<file path="config.mk">
export PLATFORM = sky130hd
export DESIGN_NAME = game_flow_ctrl
export DESIGN_NICKNAME = d
export VERILOG_FILES = /design/src/rtl/game_pkg.sv /design/src/rtl/game_sec_timer.sv /design/src/rtl/game_flow_ctrl.sv
export SDC_FILE = /design/constraint.sdc
export NUM_CORES = 1
export LEC_CHECK = 0
export CAP_MARGIN = 15
export CORE_ASPECT_RATIO = 1.2
export CORE_MARGIN = 3
export CORE_UTILIZATION = 43
export CTS_CLUSTER_SIZE = 24
export DETAILED_ROUTE_END_ITERATION = 10
export PLACE_DENSITY_LB_ADDON = 0.2
export SYNTH_ARGS = -nofsm -noshare
export SYNTH_HDL_FRONTEND = slang
export SYNTH_SLANG_ARGS = --single-unit
</file>
<file path="constraint.sdc">
create_clock -name clk -period 1.5 [get_ports clk]
set_input_delay 0.375 -clock clk [delete_from_list [all_inputs] [get_ports clk]]
set_output_delay 0.375 -clock clk [all_outputs]
set_load 0.05 [all_outputs]
</file>
<file path="src/rtl/game_pkg.sv">
// Shared types and constants for the game round flow controller.
package game_pkg;

  typedef enum logic [1:0] {
    ST_COUNTDOWN = 2'b00,
    ST_PLAY      = 2'b01,
    ST_OVER      = 2'b10
  } game_state_t;

  localparam logic [1:0] OVER_NONE  = 2'b00;
  localparam logic [1:0] OVER_TOM   = 2'b01;
  localparam logic [1:0] OVER_JERRY = 2'b10;

  localparam int FRAMES_PER_SEC_DEF = 60;
  localparam int COUNTDOWN_SEC_DEF  = 3;
  localparam int ROUND_SEC_DEF      = 90;

  // A catch outranks cheese when both win conditions fire together.
  function automatic logic [1:0] round_result(input logic [1:0] go);
    return go[0] ? OVER_TOM : OVER_JERRY;
  endfunction

endpackage

</file>
<file path="src/rtl/game_sec_timer.sv">
// Turns vsync into a registered frame tick and a once-per-second tick.
// The frame count is cleared by clr (state entry or restart).
module game_sec_timer #(
  parameter int FRAMES_PER_SEC = 60
) (
  input  logic clk,
  input  logic rst,
  input  logic vsync,
  input  logic clr,
  output logic sec_tick
);

  localparam int CW = (FRAMES_PER_SEC > 1) ? $clog2(FRAMES_PER_SEC) : 1;
  localparam logic [CW-1:0] LAST = CW'(FRAMES_PER_SEC - 1);

  logic          vs_q, vs_qq, tick;
  logic [CW-1:0] cnt;

  always_ff @(posedge clk or posedge rst) begin
    if (rst) begin
      vs_q  <= 1'b0;
      vs_qq <= 1'b0;
      tick  <= 1'b0;
    end else begin
      vs_q  <= vsync;
      vs_qq <= vs_q;
      tick  <= vs_q & ~vs_qq;
    end
  end

  assign sec_tick = tick && (cnt == LAST);

  // clr wins over a coincident tick so every state starts a full second.
  always_ff @(posedge clk or posedge rst) begin
    if (rst)           cnt <= '0;
    else if (clr)      cnt <= '0;
    else if (sec_tick) cnt <= '0;
    else if (tick)     cnt <= cnt + 1'b1;
  end

endmodule

</file>
<file path="src/rtl/game_flow_ctrl.sv">
// Round flow FSM: COUNTDOWN -> PLAY -> OVER, restart back to COUNTDOWN.
// Optional round time limit enabled by macro GAME_ROUND_TIMEOUT_EN.
module game_flow_ctrl
  import game_pkg::*;
#(
  parameter int FRAMES_PER_SEC = FRAMES_PER_SEC_DEF,
  parameter int COUNTDOWN_SEC  = COUNTDOWN_SEC_DEF,
  parameter int ROUND_SEC      = ROUND_SEC_DEF
) (
  input  logic       clk,
  input  logic       rst,
  input  logic       reset,
  input  logic       vsync,
  input  logic [1:0] gameover,
  output logic [1:0] over,
  output logic       freeze,
  output logic [1:0] countdown,
  output logic [7:0] round_secs,
  output logic [1:0] state
);

  localparam logic [1:0] CD_INIT = 2'(COUNTDOWN_SEC);
`ifdef GAME_ROUND_TIMEOUT_EN
  localparam logic [7:0] RS_INIT = 8'(ROUND_SEC);
`else
  localparam logic [7:0] RS_INIT = 8'd0;
`endif

  game_state_t st, st_n;
  logic [1:0]  cd_n, ov_n;
  logic [7:0]  rs_n;
  logic        reset_q, restart, sec_tick, clr;

  // A held keyboard level yields a single restart on its rising edge.
  assign restart = reset & ~reset_q;
  assign clr     = restart | (st_n != st);
  assign state   = st;

  game_sec_timer #(.FRAMES_PER_SEC(FRAMES_PER_SEC)) u_sec (
    .clk      (clk),
    .rst      (rst),
    .vsync    (vsync),
    .clr      (clr),
    .sec_tick (sec_tick)
  );

  always_comb begin
    st_n = st;
    cd_n = countdown;
    rs_n = round_secs;
    ov_n = over;
    if (restart) begin
      st_n = ST_COUNTDOWN;
      cd_n = CD_INIT;
      rs_n = RS_INIT;
      ov_n = OVER_NONE;
    end else begin
      case (st)
        ST_COUNTDOWN: if (sec_tick) begin
          if (countdown <= 2'd1) begin
            st_n = ST_PLAY;
            cd_n = 2'd0;
            rs_n = RS_INIT;
          end else begin
            cd_n = countdown - 2'd1;
          end
        end
        ST_PLAY: if (|gameover) begin
          st_n = ST_OVER;
          ov_n = round_result(gameover);
        end
`ifdef GAME_ROUND_TIMEOUT_EN
        else if (round_secs == 8'd0) begin
          st_n = ST_OVER;
          ov_n = OVER_JERRY;
        end else if (sec_tick) begin
          rs_n = round_secs - 8'd1;
        end
`endif
        default: ;
      endcase
    end
  end

  always_ff @(posedge clk or posedge rst) begin
    if (rst) begin
      st         <= ST_COUNTDOWN;
      countdown  <= CD_INIT;
      round_secs <= RS_INIT;
      over       <= OVER_NONE;
      freeze     <= 1'b1;
      reset_q    <= 1'b0;
    end else begin
      st         <= st_n;
      countdown  <= cd_n;
      round_secs <= rs_n;
      over       <= ov_n;
      freeze     <= (st_n != ST_PLAY);
      reset_q    <= reset;
    end
  end

endmodule

</file>
==> impl_metrics.csv <==
group,metric,value,unit
sta,rsz0062_at_grt,"yes",
routing,dr_total_vias,689,
cts,clkLatencyLatePin,0.28,ns
yosys,synth-seq-area-share,49.6,%
power,power_density,739,nW/µm²
sta,finalSetupTns,-0.313,ns
routing,drt-vias-per-instance,5.18,
layout,num_antenna_cells,0,
setup_path,cp-start-kind,"flip-flop",
yosys,synthTopCellsByArea,"dfrtp_1 40%, dfstp_2 9.1%, buf_4 7.8%, a21oi_2 3.0%, nand2b_1 2.9%",
sta,skew,0.00263,ns
global_route,gr-total-overflow,0,
routing,ant_nets,0,
yosys,ys_warn_count,0,
die,die_w,47.0,µm
yosys,netlist_area,866,µm²
layout,multi_input_area,405,µm²
cts,clock-sinks,17,
layout,seq_area,432,µm²
routing,routedWlPerCell,12.3,µm
cts,cts-root-buf,"clkbuf_4",
worst_hold_path,hold_path.class,"in -> async",
global_route,globalRouteMet2Util,24.9,%
place,postPlaceCellArea,1170,µm²
yosys,ys_types,32,
setup_path,cp_cell_sequence,"or3_1, or4_4, o211ai_4, nor2_2",
sta,hold_violations,0,
cts,clk_pin_slew,0.10,ns
layout,drive_above_1_share,41.2,%
setup_path,required,1.67,ns
cts,clockBufferDepth,2,
power,finalPower,0.000896,W
yosys,synth-main-ff-cell,"dfrtp_1",
die,core-area,1870,µm²
outcome,status,"finished, violations left",
global_route,grt_pass1_vias,673,
global_route,track_usage,15.1,%
layout,design_area,1210,µm²
sta,fin_crit,1.56,ns
layout,nNetsFinal,122,
yosys,synth_top_area_cell,"dfrtp_1",
yosys,yosys_register_bits,17,
global_route,grt_use_met1,18.8,%
setup_path,worst-path-max-fanout,6,
yosys,syn_avg_cell_area,10.3,µm²
place,portBuffers,12,
layout,area_delta_synth_final,40.0,%
layout,nFillCells,161,
routing,dr.first_iter.drc_count,5,
routing,drc,0,
sta,clock.fmax,0.640,GHz
yosys,synth_edf_count,0,
yosys,syn_inst,84,
cts,cts_tree,"yes",
global_route,busiest_layer,"met2",
sta,slew_violations,0,
power,p_leak,0.524,nW
cts,postCtsHoldBufs,0,
setup_path,critPathKind,"reg -> reg",
global_route,grt_max_degree,12,
outcome,violations,"negative setup slack",
place,gp_congestion,0.746,
sta,worst_slack,-0.0614,ns
die,design.die.area,2590,µm²
die,boundaryPins,21,
sta,setup_viol,7,
setup_path,slowest_stage,"or4_4",
yosys,synth_top_area_share,40.5,%
die,rows,17,
sta,period_share,104,%
setup_path,critical_path_arrival,1.73,ns
setup_path,max_stage_delay,0.46,ns
setup_path,crit_path_end_kind,"flip-flop",
power,vdd_ir_drop_max,0.000634,V
yosys,synth-async-reset-ratio,100,%
routing,wirelength,1.64,mm
job,cap_violations,0,
die,start_util,46.3,%
cts,numCtsBuffers,3,
global_route,antenna_found_initial,0,
cts,htreeDepth,1,
global_route,grt_util_met3,1.94,%
place,dpl.hpwl,1.33,mm
die,die_y,55.2,µm
global_route,grt_pass1_wl,2.74,mm
routing,firstDrtPassIters,4,
worst max-delay path: cells and delay by family (launching register included):
family / cells / cell delay [ns]
and+or+nand+nor: 3 / 0.87
AOI/OAI and AO/OA: 1 / 0.17
DFF: 1 / 0.41
layout by cell type, fill, tap and decap left out, types with 4 or more instances in the layout:
| master | count |
|---|---|
| nor2b_1 | 4 |
| nand2_1 | 4 |
| clkdlybuf4s50_1 | 5 |
| conb_1 | 8 |
| buf_4 | 17 |
| a21oi_2 | 4 |
| nand2b_1 | 4 |
| buf_12 | 7 |
| nor2_1 | 5 |
| dfrtp_1 | 12 |
| nand3_1 | 4 |
report_power, final:
group / switching [W] / internal (W) / leakage, nW
registers: 0.0000117 / 0.000476 / 0.212
clock network: 0.000138 / 0.000103 / 0.0150
logic: 0.000100 / 0.0000657 / 0.298
layout make-up:
type | instances | area share [%]
flip-flops and latches | 17 | 35.6
inverters | 2 | 0.619
well taps | 19 | 1.96
repair buffers | 29 | 26.2
multi-input cells | 62 | 33.4
clock buffers | 4 | 2.17
stage by stage:
step	hold slack (ns)	instances	worst slack [ns]	util, %
CTS	0.344	132	-0.0693	63.8
floorplan	0.299	91	-0.151	-
global route	0.374	133	-0.114	64.8
detailed placement	0.355	128	-0.132	62.4
global placement	0.356	128	-0.125	62.4
finish	0.351	133	-0.0614	64.8
kinds of logic after synthesis:
kind of cell             count (synthesis)  share of synthesized area, %
flip-flops                              17                          49.6
AND/OR/NAND/NOR                         35                          23.8
adder cells (fa/ha/maj)                  1                          1.44
buffers and inverters                   12                          9.25
multiplexers                             1                          1.16
AO/OA/AOI/OAI                           17                          14.3
other                                    1                         0.433
sequential cells by signal (all words and copies together) (netlist names):
register / flops
u_sec.cnt: 6
countdown: 2
over: 2
state: 2
freeze: 1
reset_q: 1
u_sec.tick: 1
u_sec.vs_q: 1
u_sec.vs_qq: 1
path summary, 6_finish.rpt:
kind / endpoint / slack [ns] / depth (start not counted) / from
min: u_sec.cnt[0] / 0.35 / 3 / rst
min in group clk: u_sec.vs_qq / 0.38 / 0 / u_sec.vs_q
min reg2reg: u_sec.vs_qq / 0.38 / 0 / u_sec.vs_q
max: u_sec.cnt[3] / -0.06 / 4 / state[0]
max reg2reg: u_sec.cnt[3] / -0.06 / 4 / state[0]
max in group asynchronous: countdown[0] / 0.89 / 3 / rst
cell usage after synthesis (2+ instances only):
| cell | count |
|---|---|
| a21oi_1 | 4 |
| a21oi_2 | 3 |
| buf_4 | 9 |
| dfrtp_1 | 14 |
| dfstp_2 | 3 |
| inv_1 | 2 |
| nand2_1 | 4 |
| nand2b_1 | 4 |
| nand3_1 | 4 |
| nand4_1 | 2 |
| nor2_1 | 5 |
| nor2_2 | 3 |
| nor2b_1 | 4 |
| o21ai_0 | 3 |
| or3_1 | 3 |
repair_timing:
item | CTS | global route
pin swaps | 0 | 1
setup buffers | 0 | 1
gates resized for setup | 1 | 3
endpoints found under the setup margin | 9 | 9
cloned | 0 | 0
layer usage:
| layer | up-vias | part of all wire, % |
|---|---|---|
| met4 | 0 | 0.85 |
| met3 | 2 | 3.2 |
| li1 | 341 | - |
| met2 | 10 | 52 |
| met1 | 336 | 44 |
| met5 | - | 0 |
Note: power is estimated with default switching activity, not from simulation.
